==> src/rtl/ascon_aead128_pkg.sv <==
// Shared types for the Ascon-AEAD128 ingress path: block type tag and the
// packed block record that flows from the stream packer to the core.
package ascon_aead128_pkg;

  localparam int unsigned ASCON_BLOCK_BYTES = 16;

  typedef enum logic {
    BLK_AD = 1'b0,
    BLK_DB = 1'b1
  } blk_type_e;

  // "type" is reserved, so the block type field is named btype
  typedef struct packed {
    logic [127:0] data;
    logic [4:0]   nbytes;
    blk_type_e    btype;
    logic         last;
  } ascon_blk_t;

endpackage

==> src/rtl/ascon_aead128_axis_packer_if.sv <==
// Stream ingress and block egress signals of the packer, bundled for port
// connection; slave is the packer side, master the source/core side.
interface ascon_aead128_axis_packer_if #(
  parameter int unsigned DATA_WIDTH = 32
);
  logic [DATA_WIDTH-1:0]   s_axis_tdata;
  logic [DATA_WIDTH/8-1:0] s_axis_tkeep;
  logic                    s_axis_tuser;
  logic                    s_axis_tlast;
  logic                    s_axis_tvalid;
  logic                    s_axis_tready;
  logic [127:0]            blk_data;
  logic [4:0]              blk_nbytes;
  logic                    blk_type;
  logic                    blk_last;
  logic                    blk_valid;
  logic                    blk_ready;

  modport slave (
    input  s_axis_tdata, s_axis_tkeep, s_axis_tuser, s_axis_tlast, s_axis_tvalid,
    input  blk_ready,
    output s_axis_tready,
    output blk_data, blk_nbytes, blk_type, blk_last, blk_valid
  );

  modport master (
    output s_axis_tdata, s_axis_tkeep, s_axis_tuser, s_axis_tlast, s_axis_tvalid,
    output blk_ready,
    input  s_axis_tready,
    input  blk_data, blk_nbytes, blk_type, blk_last, blk_valid
  );
endinterface

==> src/rtl/ascon_sync_fifo.sv <==
// Single-clock FIFO of arbitrary element type with any DEPTH >= 1, an
// occupancy output and a synchronous clear. Head output is zero when empty.
module ascon_sync_fifo #(
  parameter type         T     = logic [7:0],
  parameter int unsigned DEPTH = 4
) (
  input  logic                       aclk,
  input  logic                       aresetn,
  input  logic                       clear,
  input  logic                       push,
  input  T                           wdata,
  input  logic                       pop,
  output T                           rdata,
  output logic                       valid,
  output logic [$clog2(DEPTH+1)-1:0] level
);
  localparam int unsigned PW = (DEPTH > 1) ? $clog2(DEPTH) : 1;
  localparam int unsigned LW = $clog2(DEPTH + 1);
  localparam logic [PW-1:0] PTR_LAST = PW'(DEPTH - 1);

  T              mem [DEPTH];
  logic [PW-1:0] wptr;
  logic [PW-1:0] rptr;
  logic          do_push;
  logic          do_pop;

  always_comb begin
    do_push = push && !clear && (level != LW'(DEPTH));
    do_pop  = pop && !clear && (level != '0);
    valid   = (level != '0);
    rdata   = valid ? mem[rptr] : '0;
  end

  always_ff @(posedge aclk) begin
    if (do_push) mem[wptr] <= wdata;
  end

  always_ff @(posedge aclk or negedge aresetn) begin
    if (!aresetn) begin
      wptr  <= '0;
      rptr  <= '0;
      level <= '0;
    end else if (clear) begin
      wptr  <= '0;
      rptr  <= '0;
      level <= '0;
    end else begin
      if (do_push) wptr <= (wptr == PTR_LAST) ? '0 : wptr + PW'(1);
      if (do_pop)  rptr <= (rptr == PTR_LAST) ? '0 : rptr + PW'(1);
      case ({do_push, do_pop})
        2'b10:   level <= level + LW'(1);
        2'b01:   level <= level - LW'(1);
        default: level <= level;
      endcase
    end
  end
endmodule

==> src/rtl/ascon_aead128_axis_packer.sv <==
// AXI4-Stream to Ascon 128-bit block packer: accumulates beats into tagged
// blocks, flags keep/type protocol errors, and queues blocks for the core.
module ascon_aead128_axis_packer
  import ascon_aead128_pkg::*;
#(
  parameter int unsigned DATA_WIDTH = 32,
  parameter int unsigned DEPTH      = 4
) (
  input  logic                       aclk,
  input  logic                       aresetn,
  input  logic                       clear,
  ascon_aead128_axis_packer_if.slave bus,
  output logic [$clog2(DEPTH+1)-1:0] fifo_level,
  output logic                       err_keep
);
  localparam int unsigned KW = DATA_WIDTH / 8;
  localparam int unsigned B  = 128 / DATA_WIDTH;
  localparam int unsigned IW = (B > 1) ? $clog2(B) : 1;
  localparam int unsigned LW = $clog2(DEPTH + 1);
  localparam logic [IW-1:0] LAST_IDX = IW'(B - 1);

  function automatic logic [4:0] count_bytes(input logic [KW-1:0] keep);
    logic [4:0] n;
    n = '0;
    for (int unsigned j = 0; j < KW; j++) n = n + 5'(keep[j]);
    return n;
  endfunction

  logic [IW-1:0]         beat_idx;
  logic [127:0]          acc_data;
  logic [4:0]            acc_nbytes;
  blk_type_e             acc_type;
  logic                  ready_en;

  logic [DATA_WIDTH-1:0] beat_masked;
  logic [KW-1:0]         keep_inc;
  logic                  keep_full;
  logic                  keep_thermo;
  logic                  first;
  logic                  at_end;
  logic [4:0]            byte_sum;
  logic                  accept;
  logic                  closing;
  logic                  beat_err;
  ascon_blk_t            blk_in;
  ascon_blk_t            head;
  logic                  head_valid;

  // ready_en keeps tready low throughout reset and for no longer
  assign bus.s_axis_tready = ready_en && (fifo_level != LW'(DEPTH)) && !clear;

  always_comb begin
    beat_masked = '0;
    for (int unsigned j = 0; j < KW; j++)
      beat_masked[j*8 +: 8] = bus.s_axis_tkeep[j] ? bus.s_axis_tdata[j*8 +: 8] : 8'h00;
    keep_inc    = bus.s_axis_tkeep + KW'(1);
    keep_full   = &bus.s_axis_tkeep;
    keep_thermo = ((bus.s_axis_tkeep & keep_inc) == '0);
    first       = (beat_idx == '0);
    at_end      = (beat_idx == LAST_IDX);
    byte_sum    = acc_nbytes + count_bytes(bus.s_axis_tkeep);

    blk_in        = '0;
    blk_in.data   = acc_data;
    blk_in.data[beat_idx*DATA_WIDTH +: DATA_WIDTH] = beat_masked;
    blk_in.nbytes = at_end ? 5'(ASCON_BLOCK_BYTES) : byte_sum;
    blk_in.btype  = first ? blk_type_e'(bus.s_axis_tuser) : acc_type;
    blk_in.last   = bus.s_axis_tlast;

    accept   = bus.s_axis_tvalid && bus.s_axis_tready;
    closing  = accept && (bus.s_axis_tlast || at_end);
    beat_err = accept && ((!bus.s_axis_tlast && !keep_full) ||
                          (bus.s_axis_tlast && !keep_thermo) ||
                          (!first && (blk_type_e'(bus.s_axis_tuser) != acc_type)));
  end

  always_ff @(posedge aclk or negedge aresetn) begin
    if (!aresetn) begin
      ready_en   <= 1'b0;
      beat_idx   <= '0;
      acc_data   <= '0;
      acc_nbytes <= '0;
      acc_type   <= BLK_AD;
      err_keep   <= 1'b0;
    end else begin
      ready_en <= 1'b1;
      if (clear) begin
        beat_idx   <= '0;
        acc_data   <= '0;
        acc_nbytes <= '0;
        acc_type   <= BLK_AD;
        err_keep   <= 1'b0;
      end else begin
        if (beat_err) err_keep <= 1'b1;
        if (closing) begin
          beat_idx   <= '0;
          acc_data   <= '0;
          acc_nbytes <= '0;
        end else if (accept) begin
          beat_idx   <= beat_idx + IW'(1);
          acc_data   <= blk_in.data;
          acc_nbytes <= byte_sum;
          acc_type   <= blk_in.btype;
        end
      end
    end
  end

  ascon_sync_fifo #(
    .T     (ascon_blk_t),
    .DEPTH (DEPTH)
  ) u_fifo (
    .aclk    (aclk),
    .aresetn (aresetn),
    .clear   (clear),
    .push    (closing),
    .wdata   (blk_in),
    .pop     (bus.blk_ready),
    .rdata   (head),
    .valid   (head_valid),
    .level   (fifo_level)
  );

  assign bus.blk_data   = head.data;
  assign bus.blk_nbytes = head.nbytes;
  assign bus.blk_type   = head.btype;
  assign bus.blk_last   = head.last;
  assign bus.blk_valid  = head_valid;
endmodule
==> src/flat_wrapper.sv <==
// flat-port wrapper written by rule: the top's interface ports become plain ports
module ascon_aead128_axis_packer_flat import ascon_aead128_pkg::*;
#(
  parameter int unsigned DATA_WIDTH = 32,
  parameter int unsigned DEPTH      = 4
)
  (aclk, aresetn, clear, fifo_level, err_keep, bus_s_axis_tdata, bus_s_axis_tkeep, bus_s_axis_tuser, bus_s_axis_tlast, bus_s_axis_tvalid, bus_blk_ready, bus_s_axis_tready, bus_blk_data, bus_blk_nbytes, bus_blk_type, bus_blk_last, bus_blk_valid);
  ascon_aead128_axis_packer_if #(.DATA_WIDTH(DATA_WIDTH)) bus_i ();
  input  logic aclk;
  input  logic aresetn;
  input  logic clear;
  output logic [$clog2(DEPTH+1)-1:0] fifo_level;
  output logic err_keep;
  input wire logic [$bits(bus_i.s_axis_tdata)-1:0] bus_s_axis_tdata;
  input wire logic [$bits(bus_i.s_axis_tkeep)-1:0] bus_s_axis_tkeep;
  input wire logic [$bits(bus_i.s_axis_tuser)-1:0] bus_s_axis_tuser;
  input wire logic [$bits(bus_i.s_axis_tlast)-1:0] bus_s_axis_tlast;
  input wire logic [$bits(bus_i.s_axis_tvalid)-1:0] bus_s_axis_tvalid;
  input wire logic [$bits(bus_i.blk_ready)-1:0] bus_blk_ready;
  output wire logic [$bits(bus_i.s_axis_tready)-1:0] bus_s_axis_tready;
  output wire logic [$bits(bus_i.blk_data)-1:0] bus_blk_data;
  output wire logic [$bits(bus_i.blk_nbytes)-1:0] bus_blk_nbytes;
  output wire logic [$bits(bus_i.blk_type)-1:0] bus_blk_type;
  output wire logic [$bits(bus_i.blk_last)-1:0] bus_blk_last;
  output wire logic [$bits(bus_i.blk_valid)-1:0] bus_blk_valid;
  assign bus_i.s_axis_tdata = bus_s_axis_tdata;
  assign bus_i.s_axis_tkeep = bus_s_axis_tkeep;
  assign bus_i.s_axis_tuser = bus_s_axis_tuser;
  assign bus_i.s_axis_tlast = bus_s_axis_tlast;
  assign bus_i.s_axis_tvalid = bus_s_axis_tvalid;
  assign bus_i.blk_ready = bus_blk_ready;
  assign bus_s_axis_tready = bus_i.s_axis_tready;
  assign bus_blk_data = bus_i.blk_data;
  assign bus_blk_nbytes = bus_i.blk_nbytes;
  assign bus_blk_type = bus_i.blk_type;
  assign bus_blk_last = bus_i.blk_last;
  assign bus_blk_valid = bus_i.blk_valid;
  ascon_aead128_axis_packer #(.DATA_WIDTH(DATA_WIDTH), .DEPTH(DEPTH)) u_core (.aclk(aclk), .aresetn(aresetn), .clear(clear), .bus(bus_i), .fifo_level(fifo_level), .err_keep(err_keep));
endmodule
==> config.mk <==
export PLATFORM = sky130hd
export DESIGN_NAME = ascon_aead128_axis_packer_flat
export DESIGN_NICKNAME = d
export VERILOG_FILES = /design/src/rtl/ascon_aead128_pkg.sv /design/src/rtl/ascon_aead128_axis_packer_if.sv /design/src/rtl/ascon_sync_fifo.sv /design/src/rtl/ascon_aead128_axis_packer.sv /design/src/flat_wrapper.sv
export SDC_FILE = /design/constraint.sdc
export NUM_CORES = 1
export LEC_CHECK = 0
export CAP_MARGIN = 10
export CORE_UTILIZATION = 40
export DETAILED_ROUTE_END_ITERATION = 7
export SETUP_SLACK_MARGIN = 0.3
export SYNTH_ARGS = -nofsm -noshare
export SYNTH_HDL_FRONTEND = slang
export SYNTH_SLANG_ARGS = --single-unit
==> constraint.sdc <==
create_clock -name aclk -period 7 [get_ports aclk]
set_clock_uncertainty 0.2 [all_clocks]
set_input_delay 1.75 -clock aclk [delete_from_list [all_inputs] [get_ports aclk]]
set_output_delay 1.75 -clock aclk [all_outputs]
set_load 0.1 [all_outputs]
* After elaboration in Yosys (flattened, before gate mapping)
Memories as Yosys holds them, arrays and structs flattened. Index checks and enable logic that the tools add are counted.
Operators by class: $add $sub $neg 11, eq/ne operators 8, shift operators 2, multiplexer cells 32, bitwise gates (word level) 1, reduce and logical (&&, ||, !) cells 31
Operators by type and width (number):
- $mux 128 | 3
- $mux 135 | 1
- $bwmux 128 | 1
- $shift 32x34->128 const A | 1
- $shiftx 32x34->128 | 1
- $neg 7->34 | 1
- $mux 8 | 4
- $mux 5 | 4
- $mux 2 | 9
- $logic_and 1x1->1 | 12
- $add 5x1->5 | 2
- $reduce_bool 3->1 | 3
- $eq 2x2->1 const B | 4
- $mux 1 | 8
- $reduce_bool 2->1 | 4
- $add 2x1->2 const B | 3
- $pmux 3 s2 | 1
- $add 5x5->5 | 1
- $logic_not 1->1 | 5
- $add 4x1->4 const B | 1
- $and 4x4->4 | 1
- $logic_not 4->1 | 1
- $reduce_and 4->1 | 1
- $add 3x1->3 const B | 1
- 10 further kinds | 12
Storage, ports and cells: flip-flop bits (word level) 145, RAM bits 540, input bits 43, output and inout port bits 141, logic and storage cells 95, memories 1
Memory list:
- u_core.u_fifo.mem | depth 4, width 135, read ports 1, clocked after Yosys merged registers in 0, write ports 1, line ascon_sync_fifo.sv:21 | T mem [DEPTH];

* Logic depth before layout (Yosys ltp)
word-level depth 10, depth in mapped cells 11, gate-level depth less buffers 10

* Hierarchy
From an unflattened synthesis, not the netlist that was laid out.
Second synthesis, totals: cell total of the unflattened synthesis 1641, area, all modules 28105.7 µm²
By module, submodules not included:
- ascon_sync_fifo | times used 1, cells each 905, area an instance 20982.6 µm², seq. area each 16390.7 µm²
- ascon_aead128_axis_packer | times used 1, cells each 736, area an instance 7123.1 µm², seq. area each 3453.3 µm²

* Worst setup path before layout
OpenSTA, ideal clock, no wires.
kind in2reg, from input clear, to memory u_core.u_fifo.mem[1][0] in the netlist's numbering (enable), library setup time 0.510 ns, arrival 5.563 ns, required time 6.290 ns, slack 0.726 ns, cell stages on the path 4, buffers on the path 1, path through buf_2 -> nand3b_4 -> nor3_4 -> and2_1
On the way: longest elaborated chain between the ends 8
Ends and longest elaborated chain:
- from (decl) | line flat_wrapper.sv:11 | input logic clear;
- $logic_not 1->1 * | line ascon_sync_fifo.sv:28, ascon_aead128_axis_packer.sv:50
- $logic_and 1x1->1 | line ascon_aead128_axis_packer.sv:50 | assign bus.s_axis_tready = ready_en && (fifo_level != LW'(DEPTH)) && !clear;
- $logic_and 1x1->1 | line ascon_aead128_axis_packer.sv:70 | accept = bus.s_axis_tvalid && bus.s_axis_tready;
- $logic_and 1x1->1 | line ascon_aead128_axis_packer.sv:71 | closing = accept && (bus.s_axis_tlast || at_end);
- $logic_and 1x1->1 * (2 in a row) | line ascon_sync_fifo.sv:28 | do_push = push && !clear && (level != LW'(DEPTH));
- $mux 1 * | line ascon_sync_fifo.sv:35 | if (do_push) mem[wptr] <= wdata;
- $mux 1 (implied by the code) * | line ascon_sync_fifo.sv:35
- to (decl) | line ascon_sync_fifo.sv:21
Mark *: on every way between the ends. The rest lies on a longest branch, timed or not.

* Worst setup path in the final report
from register u_core.u_fifo.level[0], to output bus_blk_data[49]
On the way: longest elaborated chain between the ends 2
Ends and longest elaborated chain:
- from (decl) | line ascon_sync_fifo.sv:15 | output logic [$clog2(DEPTH+1)-1:0] level
- from (signal assigned) | line ascon_sync_fifo.sv:51 | 2'b10: level <= level + LW'(1);
- from (signal assigned) | line ascon_sync_fifo.sv:52 | 2'b01: level <= level - LW'(1);
- from (signal assigned) | line ascon_sync_fifo.sv:53 | default: level <= level;
- $reduce_bool 3->1 | line ascon_sync_fifo.sv:30 | valid = (level != '0);
- $mux 135 | line ascon_sync_fifo.sv:31 | rdata = valid ? mem[rptr] : '0;
- to (decl) | line flat_wrapper.sv:21 | output wire logic [$bits(bus_i.blk_data)-1:0] bus_blk_data;
No other way between the ends.

==> impl_metrics.tcl <==
set metrics [dict create \
    min_period_over_period_pct 81.45 \
    wl_per_cell_um 23.23 \
    cp-end-kind "primary output" \
    synthesis.area_sq_um 28070 \
    syn_to_final_growth_pct 18.92 \
    grt_pass1_vias 15890 \
    hold_slack_ns 0.2989 \
    detail-route-antenna-nets 0 \
    p_per_area_nw_per_um2 348.6 \
    start_util_pct 40.64 \
    synth-xor-area-share_pct 0.1248 \
    final_max_slew_viol_count 0 \
    io_pins 184 \
    synth.area.top_cells "edfxtp_1 58%, dfrtp_1 13%, mux4_2 11%, and2_1 3.1%, a22o_1 2.0%" \
    worst_slack_ns 1.299 \
    max-cap-violations 0 \
    cp.arrival_ns 3.75 \
    final-seq-area_sq_um 19850 \
    cts_setup_buffers 0 \
    hold_violations 0 \
    startpoint_type "flip-flop" \
    period_minus_slack_ns 5.701 \
    track_usage_pct 19.12 \
    placed_area_sq_um 30950 \
    fin_area_sq_um 33380 \
    fp-row-count 96 \
    vdd_drop_max_uv 209.1 \
    yosysTopAreaCell "edfxtp_1" \
    fin_nets 1943 \
    pre_cts_ws_ns 1.731 \
    synth_edf_count 540 \
    die_y_um 266.9 \
    dp_hpwl_um 40940 \
    p_leak_uw 0.01129 \
    insertion_delay_ns 0.60 \
    syn_inst 1695 \
    worstPathMaxFanout 97 \
    grt_pass1_wl_um 100700 \
    synth_area_per_cell_sq_um 16.56 \
    syn_nets 1758 \
    synth-simple-area-share_pct 6.191 \
    drive_above_1_share_pct 15.78 \
    r2r_slack_ns 3.17 \
    viasPerCell 5.400 \
    cts_tree "yes" \
    ys_seq_area_share_pct 70.69 \
    grt_max_degree 98 \
    yosysTopAreaCellShare_pct 57.77 \
    synthAdderAreaFrac_pct 0.9717 \
    multi_input_area_sq_um 7268 \
    die_width_um 266.9 \
    vias 15510 \
    synth-compound-area-share_pct 7.444 \
    cts-buffers-inserted 73 \
    ys_async_sr_fraction_pct 21.17 \
    clock_sinks 685 \
    cts_hold_buf 0 \
    htree_levels 3 \
    drt_drc_violations_left 0 \
    dieArea_sq_um 71240 \
    io_buffers 183 \
    cp.required_ns 5.05 \
    relSlewSlack_pct 27.52 \
    yosys_warnings 0 \
    cts_max_path_buffers 3 \
    synthTopCellsByCount "540 x edfxtp_1, 147 x inv_1, 145 x dfrtp_1" \
    first_iter_violations 1287 \
    synthDistinctLibCells 58 \
    path_clk_slew_ns 0.06 \
    critical_path_class "reg -> out" \
    fmax_mhz 175.4 \
    synth_mux_area_share_pct 11.06 \
    synth_top_family_by_area "multiplexers" \
    synth_ff_type "edfxtp_1" \
    grt_overflow 0 \
    grt_antenna_before_repair 5 \
    rsz0062_at_grt "no" \
    core_area_sq_um 69070 \
    hold_path.class "reg -> reg" \
    cts_root_buffer "clkbuf_16" \
    fill_cells 5803 \
    worst_pin_slew_ns 1.081 \
    synth_seq_cells 685 \
    setup_viol 0 \
    dr.pass1.iters 5 \
    place.gp.congestion 0.7500 \
    cts-resized-gates 0 \
    wl_um 66750 \
    status "finished, final reports clean" \
    tns_ns 0 \
    yosysMostFrequentCell "edfxtp_1" \
]
-- placed cells by master, fill, tap and decap left out, drive strengths merged, types with 6 or more instances in the layout --
cell           count
clkbuf            96
a22o              65
nand2             53
buf               29
bufinv             8
ha                17
nor2              76
mux4             135
edfxtp           540
nor3               9
o21ai             29
inv              150
dfrtp            145
and2             141
nand3              6
clkinv            23
clkdlybuf4s50    181
a2bb2oi           22
a21oi             11
o22ai             83
a22oi             63
-- sequential cells by signal (all words and copies together), names as in the netlist --
name	cells
u_core.acc_type	1
u_core.u_fifo.mem	540
u_core.u_fifo.rptr	2
u_core.u_fifo.wptr	2
u_core.beat_idx	2
u_core.acc_data	128
u_core.acc_nbytes	5
u_core.err_keep	1
u_core.ready_en	1
u_core.u_fifo.level	3
-- power by group --
| group | switching [uW] | internal (uW) |
|---|---|---|
| clock network | 1550 | 2320 |
| logic | 2480 | 843 |
| registers | 40.7 | 4410 |
-- final timing paths --
| path | start | to | cells past startpoint |
|---|---|---|---|
| worst max-delay path | u_core.u_fifo.level[0]$_DFFE_PN0P_ | bus_blk_data[49] | 4 |
| worst min-delay path | u_core.acc_data[19]$_DFFE_PN0P_ | u_core.acc_data[19]$_DFFE_PN0P_ | 1 |
| worst max register to register | u_core.beat_idx[0]$_DFFE_PN0P_ | u_core.acc_data[70]$_DFFE_PN0P_ | 6 |
| worst min register to register | u_core.acc_data[19]$_DFFE_PN0P_ | u_core.acc_data[19]$_DFFE_PN0P_ | 1 |
| max in group asynchronous | aresetn | u_core.acc_data[24]$_DFFE_PN0P_ | 2 |
| min in group asynchronous | aresetn | u_core.acc_data[114]$_DFFE_PN0P_ | 1 |
-- worst max-delay path, cell delays in order (launching register included) --
cell and delay (ns):
dfrtp_1 0.54, or3_4 0.81, buf_4 0.45, and2_1 0.19, clkdlybuf4s50_1 1.13
-- metal layers --
metal	up-vias	wire [um]	track usage [%]
met2	436	33860	32.35
met3	107	3382	3.709
met1	8113	27710	24.83
li1	6855	-	-
met5	-	13	0
met4	2	1785	5.980
-- cell type report --
type                       count  share of cell area [%]
sequential                   685                   59.47
multi-input combinational    763                   21.77
timing repair buffer         210                   6.368
clock buffer                  96                   6.008
tap                          931                   3.490
inverter                     147                   1.653
clock inverter                38                   1.218
antenna                        3                 0.02249
-- metrics by stage --
| step | utilization (%) | std cells | total power, uW |
|---|---|---|---|
| after floorplan | - | 1695 | 7075 |
| after global placement | 44.81 | 2735 | 7877 |
| after detailed placement | 44.81 | 2735 | 7900 |
| after CTS | 48.30 | 2869 | 11780 |
| after global routing | 48.33 | 2872 | 12020 |
| final | 48.33 | 2873 | 11640 |
-- logic make-up (layout without fill, tap and decap cells) --
logic type               after synthesis  count (layout)
AND/OR/NAND/NOR                      309             309
buffers and inverters                247             491
adder cells (fa/ha/maj)               20              20
XOR/XNOR                               4               4
flip-flops                           685             685
multiplexers                         141             141
other                                  1               4
AO/OA/AOI/OAI                        288             288
Power figures use the tool's default switching activity.
